### config.mk
export PLATFORM = sky130hd
export DESIGN_NAME = control_botones
export DESIGN_NICKNAME = d
export VERILOG_FILES = /design/src/rtl/control_pkg.sv /design/src/rtl/boton_debounce.sv /design/src/rtl/control_botones.sv
export SDC_FILE = /design/constraint.sdc
export NUM_CORES = 1
export LEC_CHECK = 0
export CORE_ASPECT_RATIO = 1.25
export CORE_MARGIN = 2
export CORE_UTILIZATION = 45
export CTS_BUF_LIST = sky130_fd_sc_hd__clkbuf_8
export DETAILED_ROUTE_END_ITERATION = 10
export PLACE_DENSITY = 0.62
export SYNTH_ARGS = -nofsm -noshare
export SYNTH_HDL_FRONTEND = slang
export SYNTH_SLANG_ARGS = --single-unit
### constraint.sdc
create_clock -name clk_i -period 2.1 [get_ports clk_i]
set_input_delay 0.42 -clock clk_i [delete_from_list [all_inputs] [get_ports clk_i]]
set_output_delay 0.42 -clock clk_i [all_outputs]
set_load 0.01 [all_outputs]
### src/rtl/control_pkg.sv
`default_nettype none
// ============================================================================
//  Module   : control_pkg
//  Brief    : Shared types and constants for the button controller: debounce
//             FSM state encoding, channel index map and default parameters.
//  Revision : 1.0 - initial release
// ============================================================================
package control_pkg;

    // Per-channel debounce FSM states
    typedef enum logic [1:0] {
        IDLE      = 2'd0,
        DEB_PRESS = 2'd1,
        HELD      = 2'd2,
        DEB_REL   = 2'd3
    } deb_state_t;

    // Channel index map of the front panel
    localparam int CH_AUMF  = 0;
    localparam int CH_BAJAF = 1;
    localparam int CH_AUMC  = 2;
    localparam int CH_BAJAC = 3;
    localparam int CH_MODO  = 4;
    localparam int CH_MRST  = 5;

    // Default parameter values
    localparam int N_CH_DEF    = 6;
    localparam int N_PAIR_DEF  = 2;
    localparam int DEB_CYC_DEF = 50000;
    localparam int CNT_W_DEF   = 16;
    localparam int REP_DLY_DEF = 25000000;
    localparam int REP_PER_DEF = 5000000;

    // Opposite channel of an up/down pair (2k <-> 2k+1)
    function automatic int partner_of(input int ch);
        return ch ^ 1;
    endfunction

endpackage
`default_nettype wire

### src/rtl/boton_debounce.sv
`default_nettype none
// ============================================================================
//  Module   : boton_debounce
//  Brief    : One button channel: 2-flop synchroniser, IDLE/DEB_PRESS/HELD/
//             DEB_REL debounce FSM with saturating counter, registered press
//             event. Auto-repeat is built only when
//             CONTROL_BOTONES_AUTOREPEAT_EN is defined.
//  Revision : 1.0 - initial release
// ============================================================================
module boton_debounce
    import control_pkg::*;
#(
    parameter int DEB_CYC = DEB_CYC_DEF,
    parameter int CNT_W   = CNT_W_DEF
`ifdef CONTROL_BOTONES_AUTOREPEAT_EN
    ,
    parameter int REP_DLY = REP_DLY_DEF,
    parameter int REP_PER = REP_PER_DEF
`endif
) (
    input  logic clk_i,
    input  logic rst_n_i,
    input  logic btn_i,
    output logic event_o,
    output logic held_o,
    output logic level_o
);

    localparam logic [CNT_W-1:0] DEB_LAST = CNT_W'(DEB_CYC - 1);
    localparam logic [CNT_W-1:0] CNT_ONE  = CNT_W'(1);
    localparam logic [CNT_W-1:0] CNT_MAX  = {CNT_W{1'b1}};

    logic [1:0]       sync_q;
    logic             s;
    deb_state_t       state_q, state_d;
    logic [CNT_W-1:0] cnt_q, cnt_d, cnt_inc;
    logic             event_q, event_d;

    // Two-flop synchroniser for the raw asynchronous button level
    always_ff @(posedge clk_i or negedge rst_n_i) begin
        if (!rst_n_i) sync_q <= 2'b00;
        else          sync_q <= {sync_q[0], btn_i};
    end

    assign s       = sync_q[1];
    assign cnt_inc = (cnt_q == CNT_MAX) ? cnt_q : cnt_q + CNT_ONE;

`ifdef CONTROL_BOTONES_AUTOREPEAT_EN
    // Repeat counter is sized from the delays themselves, not CNT_W, so the
    // large default repeat timings still fit.
    localparam int REP_MAX = (REP_DLY > REP_PER) ? REP_DLY : REP_PER;
    localparam int REP_W   = (REP_MAX < 2) ? 1 : $clog2(REP_MAX + 1);
    localparam logic [REP_W-1:0] REP_DLY_LAST = REP_W'(REP_DLY - 1);
    localparam logic [REP_W-1:0] REP_PER_LAST = REP_W'(REP_PER - 1);
    localparam logic [REP_W-1:0] REP_ONE      = REP_W'(1);

    logic [REP_W-1:0] rcnt_q, rcnt_d;
    logic             rfirst_q, rfirst_d;

    // Repeat timer state: counts cycles spent continuously in HELD
    always_ff @(posedge clk_i or negedge rst_n_i) begin
        if (!rst_n_i) begin
            rcnt_q   <= '0;
            rfirst_q <= 1'b1;
        end else begin
            rcnt_q   <= rcnt_d;
            rfirst_q <= rfirst_d;
        end
    end
`endif

    // Next-state logic: debounce transitions, counter clear on every change
    always_comb begin
        state_d = state_q;
        cnt_d   = cnt_q;
        event_d = 1'b0;
        case (state_q)
            IDLE: begin
                if (s) begin
                    state_d = DEB_PRESS;
                    cnt_d   = '0;
                end
            end
            DEB_PRESS: begin
                if (!s) begin
                    state_d = IDLE;
                    cnt_d   = '0;
                end else if (cnt_q >= DEB_LAST) begin
                    state_d = HELD;
                    cnt_d   = '0;
                    event_d = 1'b1;
                end else begin
                    cnt_d = cnt_inc;
                end
            end
            HELD: begin
                if (!s) begin
                    state_d = DEB_REL;
                    cnt_d   = '0;
                end
            end
            DEB_REL: begin
                if (s) begin
                    state_d = HELD;
                    cnt_d   = '0;
                end else if (cnt_q >= DEB_LAST) begin
                    state_d = IDLE;
                    cnt_d   = '0;
                end else begin
                    cnt_d = cnt_inc;
                end
            end
            default: begin
                state_d = IDLE;
                cnt_d   = '0;
            end
        endcase
`ifdef CONTROL_BOTONES_AUTOREPEAT_EN
        // Any cycle not spent staying in HELD restarts the initial delay
        rcnt_d   = '0;
        rfirst_d = 1'b1;
        if (state_q == HELD && state_d == HELD) begin
            if (rcnt_q >= (rfirst_q ? REP_DLY_LAST : REP_PER_LAST)) begin
                event_d  = 1'b1;
                rcnt_d   = '0;
                rfirst_d = 1'b0;
            end else begin
                rcnt_d   = rcnt_q + REP_ONE;
                rfirst_d = rfirst_q;
            end
        end
`endif
    end

    // FSM state, debounce counter and event register
    always_ff @(posedge clk_i or negedge rst_n_i) begin
        if (!rst_n_i) begin
            state_q <= IDLE;
            cnt_q   <= '0;
            event_q <= 1'b0;
        end else begin
            state_q <= state_d;
            cnt_q   <= cnt_d;
            event_q <= event_d;
        end
    end

    assign event_o = event_q;
    assign held_o  = (state_q == HELD);
    assign level_o = (state_q == HELD) || (state_q == DEB_REL);

endmodule
`default_nettype wire

### src/rtl/control_botones.sv
`default_nettype none
// ============================================================================
//  Module   : control_botones
//  Brief    : Front-panel button controller. N_CH debounced channels with
//             up/down pair arbitration and master inhibit (MEn). Optional
//             auto-repeat enabled by macro CONTROL_BOTONES_AUTOREPEAT_EN.
//  Revision : 1.0 - initial release
// ============================================================================
module control_botones
    import control_pkg::*;
#(
    parameter int N_CH    = N_CH_DEF,
    parameter int N_PAIR  = N_PAIR_DEF,
    parameter int DEB_CYC = DEB_CYC_DEF,
    parameter int CNT_W   = CNT_W_DEF,
    parameter int REP_DLY = REP_DLY_DEF,
    parameter int REP_PER = REP_PER_DEF
) (
    input  logic            clk_i,
    input  logic            rst_n_i,
    input  logic [N_CH-1:0] btn_i,
    input  logic            MEn,
    output logic [N_CH-1:0] pulse_o,
    output logic [N_CH-1:0] level_o
);

    logic [N_CH-1:0] ev, held, lvl, supp;
    logic [N_CH-1:0] pulse_d, pulse_q, level_d, level_q;

    generate
        for (genvar i = 0; i < N_CH; i++) begin : g_ch
            boton_debounce #(
                .DEB_CYC (DEB_CYC),
                .CNT_W   (CNT_W)
`ifdef CONTROL_BOTONES_AUTOREPEAT_EN
                ,
                .REP_DLY (REP_DLY),
                .REP_PER (REP_PER)
`endif
            ) u_deb (
                .clk_i   (clk_i),
                .rst_n_i (rst_n_i),
                .btn_i   (btn_i[i]),
                .event_o (ev[i]),
                .held_o  (held[i]),
                .level_o (lvl[i])
            );

            // A paired channel loses its event while the partner is HELD; a
            // simultaneous press leaves both HELD, so both are dropped.
            if (i < 2 * N_PAIR) begin : g_pair
                assign supp[i] = held[partner_of(i)];
            end else begin : g_solo
                assign supp[i] = 1'b0;
            end
        end
    endgenerate

    // Inhibit and arbitration: inhibited events are dropped, never queued
    always_comb begin
        pulse_d = MEn ? '0 : (ev & ~supp);
        level_d = MEn ? '0 : lvl;
    end

    // Output registers
    always_ff @(posedge clk_i or negedge rst_n_i) begin
        if (!rst_n_i) begin
            pulse_q <= '0;
            level_q <= '0;
        end else begin
            pulse_q <= pulse_d;
            level_q <= level_d;
        end
    end

    assign pulse_o = pulse_q;
    assign level_o = level_q;

endmodule
`default_nettype wire

==> flow_summary.toml, run 1 <==
[critical_path]
r2r_slack_ns = 0.09
path_max_fanout = 12
start_kind = "register"
cp.arrival_ns = 2.38
r2r-start = "g_ch[4].u_deb.cnt_q[1]$_DFFE_PN0P_"
reg2reg_depth = 6
cp_data_required_time_ns = 2.47
critPathKind = "register to register"
crit_path_end_kind = "register"
r2r_end = "g_ch[4].u_deb.cnt_q[13]$_DFFE_PN0P_"

[routing]
routed_wl_mm = 16.34
vias = 6325
drcViolationCount = 0
vias_per_cell = 5.967
drtPass1Iterations = 5
wire_per_inst_um = 15.42
antenna_left = 0
drt-initial-drc-count = 539

[hold_path]
min_path_type = "register to register"
min_from = "g_ch[5].u_deb.sync_q[0]$_DFF_PN0_"
min_to = "g_ch[5].u_deb.sync_q[1]$_DFF_PN0_"
hold_depth = 0

[power]
power_density_nw_per_um2 = 862.5
vdd_drop_max_v = 0.0004325
totalPowerFinal_w = 0.007312
p_leak_nw = 3.580

[final_layout]
final_cell_mix = "138 x dfrtp_1, 65 x nand2_1, 65 x a21oi_1, 65 x buf_4"
drive_gt1_frac = 0.1722
multiInputGateArea_um2 = 3516
syn2layout_area_growth_pct = 19.30
n_fill_cell = 1380
n_antenna_cell = 0
seqCellArea_um2 = 3453
final_common_cell = "dfrtp_1"
nets = 850

[place]
pre_cts_slack_ns = -0.05460
io_buffer_count = 20
dp.final_hpwl_mm = 11.17
place.gp.congestion = 0.8754

[clock_tree]
clock_latency_ns = 0.45
cts_htree_levels = 4
clock_path_buffers = 2
cts_tree = "done"
cts_made_buffers = 17
cts.sinks = 138
cts-root-buf = "clkbuf_8"
clk_pin_slew_worst_paths_ns = 0.08

[sta]
setup_viol = 0
hold_violations = 0
period_needed_ns = 2.009
drv_slew = 0
setup_ws_ns = 0.09129
tightestPinTransition_ns = 0.9109
fin_skew_ns = 0.008606
fmax_mhz = 497.8
relSlewSlack = 0.3905
period_share = 0.9565

[logic_synthesis]
synth_edf_count = 0
syn_area_per_cell_um2 = 9.325
synth_ff_type = "dfrtp_1"
synth_top_area_frac = 0.4860
mappedNetlistArea_um2 = 7106
synth_area_leaders = "dfrtp_1 49%, a21oi_1 4.7%, a31oi_1 4.0%, nand2_1 3.4%, nand3_1 3.0%"
yosysSeqAreaShare = 0.4860
synth_top_area_cell = "dfrtp_1"
async_reset_ff_frac = 1.000
synth_nets = 777
syn_inst = 762
synth_seq_cells = 138
ys_warn_count = 0
synth_cell_type_count = 63

[die]
start_util = 0.4582
die_w_um = 116.4
dieArea_um2 = 16820
coreArea_um2 = 15510
pin_count = 21
die_height_um = 144.5
rows = 51

[global_routing]
track_usage = 0.2013
antenna_found_initial = 0
grt.overflow.total = 0
grt_max_degree = 58
first_global_vias = 5994
grt_pass1_wl_mm = 27.05

[run]
drv_cap = 0

[status]
outcome = "complete, no violations"
sequential cells by signal (all words and copies together) (netlist names), named ones only:
register / count
g_ch.u_deb.cnt_q: 96
g_ch.u_deb.event_o: 6
pulse_o: 6
g_ch.u_deb.sync_q: 12
g_ch.u_deb.state_q: 6
level_o: 6
cells in the mapped netlist, drive strengths merged, types with 5 or more instances:
library cell / number
a41oi: 12
or4: 5
nand4: 34
nor2: 46
inv: 18
nor2b: 14
a21oi: 67
nor4: 14
o21ai: 41
nand2: 65
dfrtp: 138
clkbuf: 26
o22ai: 5
nor3b: 9
nand3: 43
a22o: 9
o22a: 5
and4: 10
ha: 6
a21o: 15
o211ai: 8
or3: 10
xor2: 6
buf: 11
a31o: 6
nor3: 16
and3: 17
mux2: 7
a31oi: 45
or2: 13
routing by layer:
metal  part of all wire  global-route usage  wire, um  vias to the layer above
met3              0.041             0.05071       676                       25
met1               0.45              0.2456      7296                     3093
met4              0.019             0.07895       303                        0
li1                   -                   -         -                     3055
met2               0.49              0.3403      8065                      152
met5                  0                   0         0                        -
kinds of logic (layout without fill, tap and decap cells):
| logic type | count (synthesis) | after routing | share of synthesized area |
|---|---|---|---|
| muxes | 7 | 7 | 0.01109 |
| buffers and inverters | 55 | 141 | 0.03152 |
| and+or+nand+nor | 310 | 310 | 0.2354 |
| xor gates and xnor gates | 6 | 6 | 0.007396 |
| adders and majority gates | 6 | 6 | 0.01056 |
| DFF | 138 | 138 | 0.4860 |
| AOI/OAI and AO/OA | 240 | 240 | 0.2180 |
layout make-up:
| class | instances | share of cell area |
|---|---|---|
| Multi-Input combinational cell | 569 | 0.4148 |
| Sequential cell | 138 | 0.4074 |
| Timing Repair Buffer | 91 | 0.09122 |
| Clock buffer | 22 | 0.03572 |
| Tap cell | 212 | 0.03129 |
| Clock inverter | 10 | 0.01166 |
| Inverter | 18 | 0.007970 |
repair_timing:
item / 4_1_cts / 5_1_grt
buffers inserted: 0 / 4
setup endpoints to repair: 11 / 35
gates resized for setup: 4 / 15
hold buffers: 1 / 0
pin swaps: 0 / 6
hold endpoints to repair: 39 / 0
gates cloned: 0 / 1
worst max-delay path: stages, from the launching register on:
cell and delay (ns):
dfrtp_1 0.40, ha_2 0.18, and3_1 0.20, o311a_1 0.31, or3_4 0.47, a31o_2 0.23, a21oi_1 0.15
worst max-delay path by stage:
stage,start,endpoint,slack (ns),cells after the start
6_report,g_ch[4].u_deb.cnt_q[1]$_DFFE_PN0P_,g_ch[4].u_deb.cnt_q[13]$_DFFE_PN0P_,0.09,6
5_1_grt,g_ch[3].u_deb.cnt_q[0]$_DFFE_PN0P_,g_ch[3].u_deb.cnt_q[5]$_DFFE_PN0P_,-0.003,7
3_3_place_gp,g_ch[2].u_deb.cnt_q[0]$_DFFE_PN0P_,g_ch[2].u_deb.cnt_q[8]$_DFFE_PN0P_,-0.02,6
3_5_place_dp,g_ch[2].u_deb.cnt_q[0]$_DFFE_PN0P_,g_ch[2].u_deb.cnt_q[8]$_DFFE_PN0P_,-0.05,6
4_1_cts,g_ch[3].u_deb.cnt_q[0]$_DFFE_PN0P_,g_ch[3].u_deb.cnt_q[6]$_DFFE_PN0P_,0.01,7
2_1_floorplan,g_ch[4].u_deb.cnt_q[0]$_DFFE_PN0P_,g_ch[4].u_deb.cnt_q[13]$_DFFE_PN0P_,0.01,7
through the flow:
| step | utilization | hold slack (ns) | cell area, um^2 | instances | setup TNS [ns] |
|---|---|---|---|---|---|
| 6_report | 0.5467 | 0.3525 | 8477 | 1060 | 0 |
| 5_1_grt | 0.5467 | 0.3583 | 8477 | 1060 | -0.002932 |
| 4_1_cts | 0.5395 | 0.3538 | 8366 | 1055 | 0 |
| 3_5_place_dp | 0.5118 | 0.3347 | 7936 | 1022 | -0.2363 |
| 3_3_place_gp | 0.5118 | 0.3335 | 7936 | 1022 | -0.02111 |
| 2_1_floorplan | - | 0.1244 | 7112 | 762 | 0 |
power by group:
part	leakage, nW	internal, W	switching, W
clock	0.218	0.00119	0.000987
combinational	1.49	0.000898	0.00117
sequential	1.87	0.00286	0.000207
total	3.58	0.00495	0.00236
Note: power is estimated with default switching activity, not from simulation.
==> run 2, diff against run 1 <==
--- a/config.mk
+++ b/config.mk
@@ -9,8 +9,10 @@
 export CORE_MARGIN = 2
 export CORE_UTILIZATION = 45
 export CTS_BUF_LIST = sky130_fd_sc_hd__clkbuf_8
+export CTS_CLUSTER_SIZE = 25
 export DETAILED_ROUTE_END_ITERATION = 10
 export PLACE_DENSITY = 0.62
+export SKIP_CTS_REPAIR_TIMING = 1
 export SYNTH_ARGS = -nofsm -noshare
 export SYNTH_HDL_FRONTEND = slang
 export SYNTH_SLANG_ARGS = --single-unit
==> run 2 against run 1 <==
Effect of this change: sequential cell count stayed put; critical path type unchanged; setup slack worse by 0.0094 ns; highest routed layer unchanged; total power is 0.31% higher; first-iteration DRC count is 8.5% lower; critical endpoint is now g_ch[2].u_deb.cnt_q[13]$_DFFE_PN0P_; sequential share of layout area is 0.054 points lower; routed wire length is 0.30% higher.
==> flow_summary.toml, run 2 (synthesized netlist as in run 1, its figures left out) <==
[status]
outcome = "complete, no violations"

[clock_tree]
clock_latency_ns = 0.45
clock_path_buffers = 2
cts_made_buffers = 17
cts-root-buf = "clkbuf_8"
clk_pin_slew_worst_paths_ns = 0.07
cts_htree_levels = 4
cts_tree = "done"
cts.sinks = 138

[power]
p_leak_nw = 3.587
vdd_drop_max_v = 0.0004329
power_density_nw_per_um2 = 864.0
totalPowerFinal_w = 0.007334

[die]
coreArea_um2 = 15510
die_height_um = 144.5
die_w_um = 116.4
start_util = 0.4582
dieArea_um2 = 16820
pin_count = 21
rows = 51

[final_layout]
stdcell_area_um2 = 8488
top_register = "g_ch.u_deb.cnt_q"
reg.largest.list = "g_ch.u_deb.cnt_q: 96 flops, g_ch.u_deb.sync_q: 12 flops"
utilization = 0.5474
syn2layout_area_growth_pct = 19.46
n_antenna_cell = 0
largest_reg_flops = 96
drive_gt1_frac = 0.1731
final_cells = 1061
final_cell_mix = "138 x dfrtp_1, 65 x nand2_1, 65 x a21oi_1, 65 x buf_4"
nets = 851
final_common_cell = "dfrtp_1"

[routing]
vias_per_cell = 5.960
vias = 6324
drcViolationCount = 0
antenna_left = 0
routed_wl_mm = 16.39
drt-initial-drc-count = 493
drtPass1Iterations = 5
wire_per_inst_um = 15.45

[hold_path]
min_path_type = "register to register"

[critical_path]
path_cells = "ha_2 -> a311o_1 -> a21oi_2 -> buf_4 -> o2111a_1 -> buf_4 -> buf_4 -> a31oi_1 -> a31oi_1"
cp.arrival_ns = 2.38
cp_data_required_time_ns = 2.46
worst_path_max_delay_cell = "dfrtp_1"
crit_path_end_kind = "register"
start_kind = "register"
critPathKind = "register to register"
path_max_fanout = 5
crit_top_cell = "buf_4"
crit_path_max_incr_delay_ns = 0.39

[sta]
hold_violations = 0
relSlewSlack = 0.3897
period_share = 0.9610
drv_slew = 0
tightestPinTransition_ns = 0.9120
setup_viol = 0
period_needed_ns = 2.018
fmax_mhz = 495.5
fin_skew_ns = 0.008682

[global_routing]
first_global_vias = 5967
grt.overflow.total = 0
grt_pass1_wl_mm = 26.98
track_usage = 0.2008
grt_max_degree = 58
antenna_found_initial = 0

[place]
dp_cells = 1022
dpl_cell_area_um2 = 7936
io_buffer_count = 20
place.gp.congestion = 0.8754
dp.final_hpwl_mm = 11.17

[run]
drv_cap = 0
## run 2: cell types whose count changed in the layout (fill, tap and decap cells not counted), sizes merged
cell  previous run  this run
buf             70        71
## run 2: worst paths after layout
check / startpoint / cells past startpoint / end / slack [ns]
max: g_ch[2].u_deb.cnt_q[0]$_DFFE_PN0P_ / 9 / g_ch[2].u_deb.cnt_q[13]$_DFFE_PN0P_ / 0.08
min: g_ch[3].u_deb.sync_q[0]$_DFF_PN0_ / 0 / g_ch[3].u_deb.sync_q[1]$_DFF_PN0_ / 0.35
max reg2reg: g_ch[2].u_deb.cnt_q[0]$_DFFE_PN0P_ / 9 / g_ch[2].u_deb.cnt_q[13]$_DFFE_PN0P_ / 0.08
min reg2reg: g_ch[3].u_deb.sync_q[0]$_DFF_PN0_ / 0 / g_ch[3].u_deb.sync_q[1]$_DFF_PN0_ / 0.35
max in group asynchronous: rst_n_i / 3 / g_ch[4].u_deb.cnt_q[2]$_DFFE_PN0P_ / 1.00
min in group asynchronous: rst_n_i / 2 / g_ch[0].u_deb.cnt_q[14]$_DFFE_PN0P_ / 0.46
## run 2: per-stage QoR
stage | hold slack, ns | setup slack, ns | TNS [ns]
2_1_floorplan | 0.1244 | 0.01132 | 0
6_report | 0.3524 | 0.08186 | 0
3_3_place_gp | 0.3335 | -0.02111 | -0.02111
3_5_place_dp | 0.3347 | -0.05460 | -0.2363
4_1_cts | -0.1177 | -0.06674 | -0.4001
5_1_grt | 0.3583 | -0.01531 | -0.04332
## run 2: routing by layer
layer / routed length [um] / track usage / vias to the layer above / share of wire
met3: 705 / 0.05071 / 25 / 0.043
met5: 0 / 0 / - / 0
met1: 7262 / 0.2451 / 3095 / 0.44
met2: 8122 / 0.3397 / 149 / 0.50
met4: 299 / 0.07832 / 0 / 0.018
li1: - / - / 3055 / -
## run 2: critical path, delay by kind of cell (launching register included)
| family | cells | cell delay (ns) |
|---|---|---|
| adder cells (fa/ha/maj) | 1 | 0.19 |
| AO/OA/AOI/OAI | 5 | 0.97 |
| flip-flops | 1 | 0.39 |
| buffers and inverters | 3 | 0.40 |
## run 2: power by group
group	internal (W)	total (W)	switching (W)	leakage (nW)
logic	0.000917	0.00209	0.00117	1.50
clock network	0.00119	0.00218	0.000985	0.218
registers	0.00286	0.00307	0.000209	1.87
## run 2: cell type report
| cell class | count | area (um^2) |
|---|---|---|
| Clock buffer | 22 | 302.8 |
| Multi-Input combinational cell | 569 | 3516 |
| Sequential cell | 138 | 3453 |
| Fill cell | 1377 | 7018 |
| Clock inverter | 10 | 98.84 |
| Tap cell | 212 | 265.3 |
| Inverter | 18 | 67.56 |
| Timing Repair Buffer | 92 | 784.5 |
==> run 3, diff against run 2 <==
--- a/config.mk
+++ b/config.mk
@@ -13,6 +13,7 @@
 export DETAILED_ROUTE_END_ITERATION = 10
 export PLACE_DENSITY = 0.62
 export SKIP_CTS_REPAIR_TIMING = 1
+export SLEW_MARGIN = 40
 export SYNTH_ARGS = -nofsm -noshare
 export SYNTH_HDL_FRONTEND = slang
 export SYNTH_SLANG_ARGS = --single-unit
==> run 3 against run 2 <==
Effect of this change: sequential share of layout area about the same; clock power about the same; largest power group unchanged; clock skew about the same; highest routed layer unchanged.
==> flow_summary.toml, run 3 (synthesized netlist as in run 1, its figures left out) <==
[clock_tree]
clk_pin_slew_worst_paths_ns = 0.07
clock_path_buffers = 2
cts_htree_levels = 4
cts-root-buf = "clkbuf_8"
cts.sinks = 138
cts_made_buffers = 17
clock_latency_ns = 0.45
cts_tree = "done"

[die]
die_height_um = 144.5
rows = 51
dieArea_um2 = 16820
start_util = 0.4582
die_w_um = 116.4
pin_count = 21
coreArea_um2 = 15510

[global_routing]
grt_max_degree = 58
track_usage = 0.2008
grt_pass1_wl_mm = 26.98
first_global_vias = 5967
grt.overflow.total = 0
antenna_found_initial = 0

[hold_path]
min_path_type = "register to register"
hold_depth = 0

[critical_path]
cp.arrival_ns = 2.37
path_cells = "ha_2 -> a311o_1 -> a21oi_2 -> buf_4 -> o2111a_1 -> buf_4 -> buf_4 -> a31oi_1 -> a31oi_1"
cp_data_required_time_ns = 2.46
worst_path_max_delay_cell = "dfrtp_1"
path_max_fanout = 5
reg2reg_depth = 9
crit_path_max_incr_delay_ns = 0.39
crit_path_end_kind = "register"
critPathKind = "register to register"
cp_num_buf_inv = 3
crit_top_cell = "buf_4"
crit_family = "compound AO/OA/AOI/OAI gates"
start_kind = "register"
crit_cells = 9

[power]
switching_power_w = 0.002365
p_leak_nw = 3.587
seqPwrFrac = 0.419
pwr-share-comb = 0.284
power_density_nw_per_um2 = 863.6
swShare = 0.3225
totalPowerFinal_w = 0.007333
clockPowerShare = 0.297
internal_power_w = 0.004968
vdd_drop_max_v = 0.0004334

[sta]
relSlewSlack = 0.5529
drv_slew = 0
fin_skew_ns = 0.008904
fmax_mhz = 497.6
hold_violations = 0
period_share = 0.9569
period_needed_ns = 2.010
tightestPinTransition_ns = 0.6682
setup_viol = 0

[final_layout]
top_register = "g_ch.u_deb.cnt_q"
n_antenna_cell = 0
utilization = 0.5476
final_common_cell = "dfrtp_1"
largest_reg_flops = 96
final_cell_mix = "138 x dfrtp_1, 65 x nand2_1, 65 x a21oi_1, 65 x buf_4, 45 x a31oi_1"
syn2layout_area_growth_pct = 19.49
nets = 851
drive_gt1_frac = 0.1743
reg.largest.list = "g_ch.u_deb.cnt_q: 96 flops, g_ch.u_deb.sync_q: 12 flops"

[routing]
drcViolationCount = 0
vias = 6296
antenna_left = 0
wire_per_inst_um = 15.41
vias_per_cell = 5.934
drt-initial-drc-count = 515
routed_wl_mm = 16.35
drtPass1Iterations = 5

[status]
outcome = "complete, no violations"

[place]
place.gp.congestion = 0.8754
io_buffer_count = 20
dp.final_hpwl_mm = 11.17

[run]
drv_cap = 0
-- run 3: layout make-up --
class	count	area, um^2
multi-input combinational	569	3518
timing repair buffer	92	784.5
fill	1377	7015
clock buffer	22	302.8
clock inverter	10	98.84
tap	212	265.3
inverter	18	67.56
sequential	138	3453
-- run 3: metrics by stage --
step / hold slack [ns] / area [um^2] / setup WS (ns) / TNS (ns) / std cells
final: 0.3524 / 8491 / 0.09041 / 0 / 1061
after global routing: 0.3583 / 8491 / -0.005549 / -0.01111 / 1061
after CTS: -0.1177 / 8338 / -0.06674 / -0.4001 / 1054
after detailed placement: 0.3347 / 7936 / -0.05460 / -0.2363 / 1022
after global placement: 0.3335 / 7936 / -0.02111 / -0.02111 / 1022
after floorplan: 0.1244 / 7112 / 0.01132 / 0 / 762
-- run 3: layer usage --
| layer | track usage | vias to the layer above | wire (um) |
|---|---|---|---|
| met3 | 0.05071 | 24 | 605 |
| met2 | 0.3397 | 137 | 8125 |
| met1 | 0.2451 | 3081 | 7338 |
| li1 | - | 3054 | - |
| met4 | 0.07832 | 0 | 276 |
| met5 | 0 | - | 0 |
-- run 3: power groups by stage --
| stage | clock network (W) | registers, W | logic (W) |
|---|---|---|---|
| after detailed placement | 0 | 0.00311 | 0.00191 |
| after floorplan | 0 | 0.00310 | 0.00125 |
| after global placement | 0 | 0.00309 | 0.00186 |
| after global routing | 0.00236 | 0.00310 | 0.00233 |
| final | 0.00218 | 0.00307 | 0.00209 |
| after CTS | 0.00225 | 0.00305 | 0.00192 |
-- run 3: final timing paths --
path / start / endpoint / slack, ns
hold reg to reg: g_ch[5].u_deb.sync_q[0]$_DFF_PN0_ / g_ch[5].u_deb.sync_q[1]$_DFF_PN0_ / 0.35
setup reg to reg: g_ch[2].u_deb.cnt_q[0]$_DFFE_PN0P_ / g_ch[2].u_deb.cnt_q[13]$_DFFE_PN0P_ / 0.09
max in group asynchronous: rst_n_i / g_ch[4].u_deb.cnt_q[2]$_DFFE_PN0P_ / 1.00
setup / recovery: g_ch[2].u_deb.cnt_q[0]$_DFFE_PN0P_ / g_ch[2].u_deb.cnt_q[13]$_DFFE_PN0P_ / 0.09
hold / removal: g_ch[5].u_deb.sync_q[0]$_DFF_PN0_ / g_ch[5].u_deb.sync_q[1]$_DFF_PN0_ / 0.35
min in group asynchronous: rst_n_i / g_ch[0].u_deb.cnt_q[14]$_DFFE_PN0P_ / 0.46
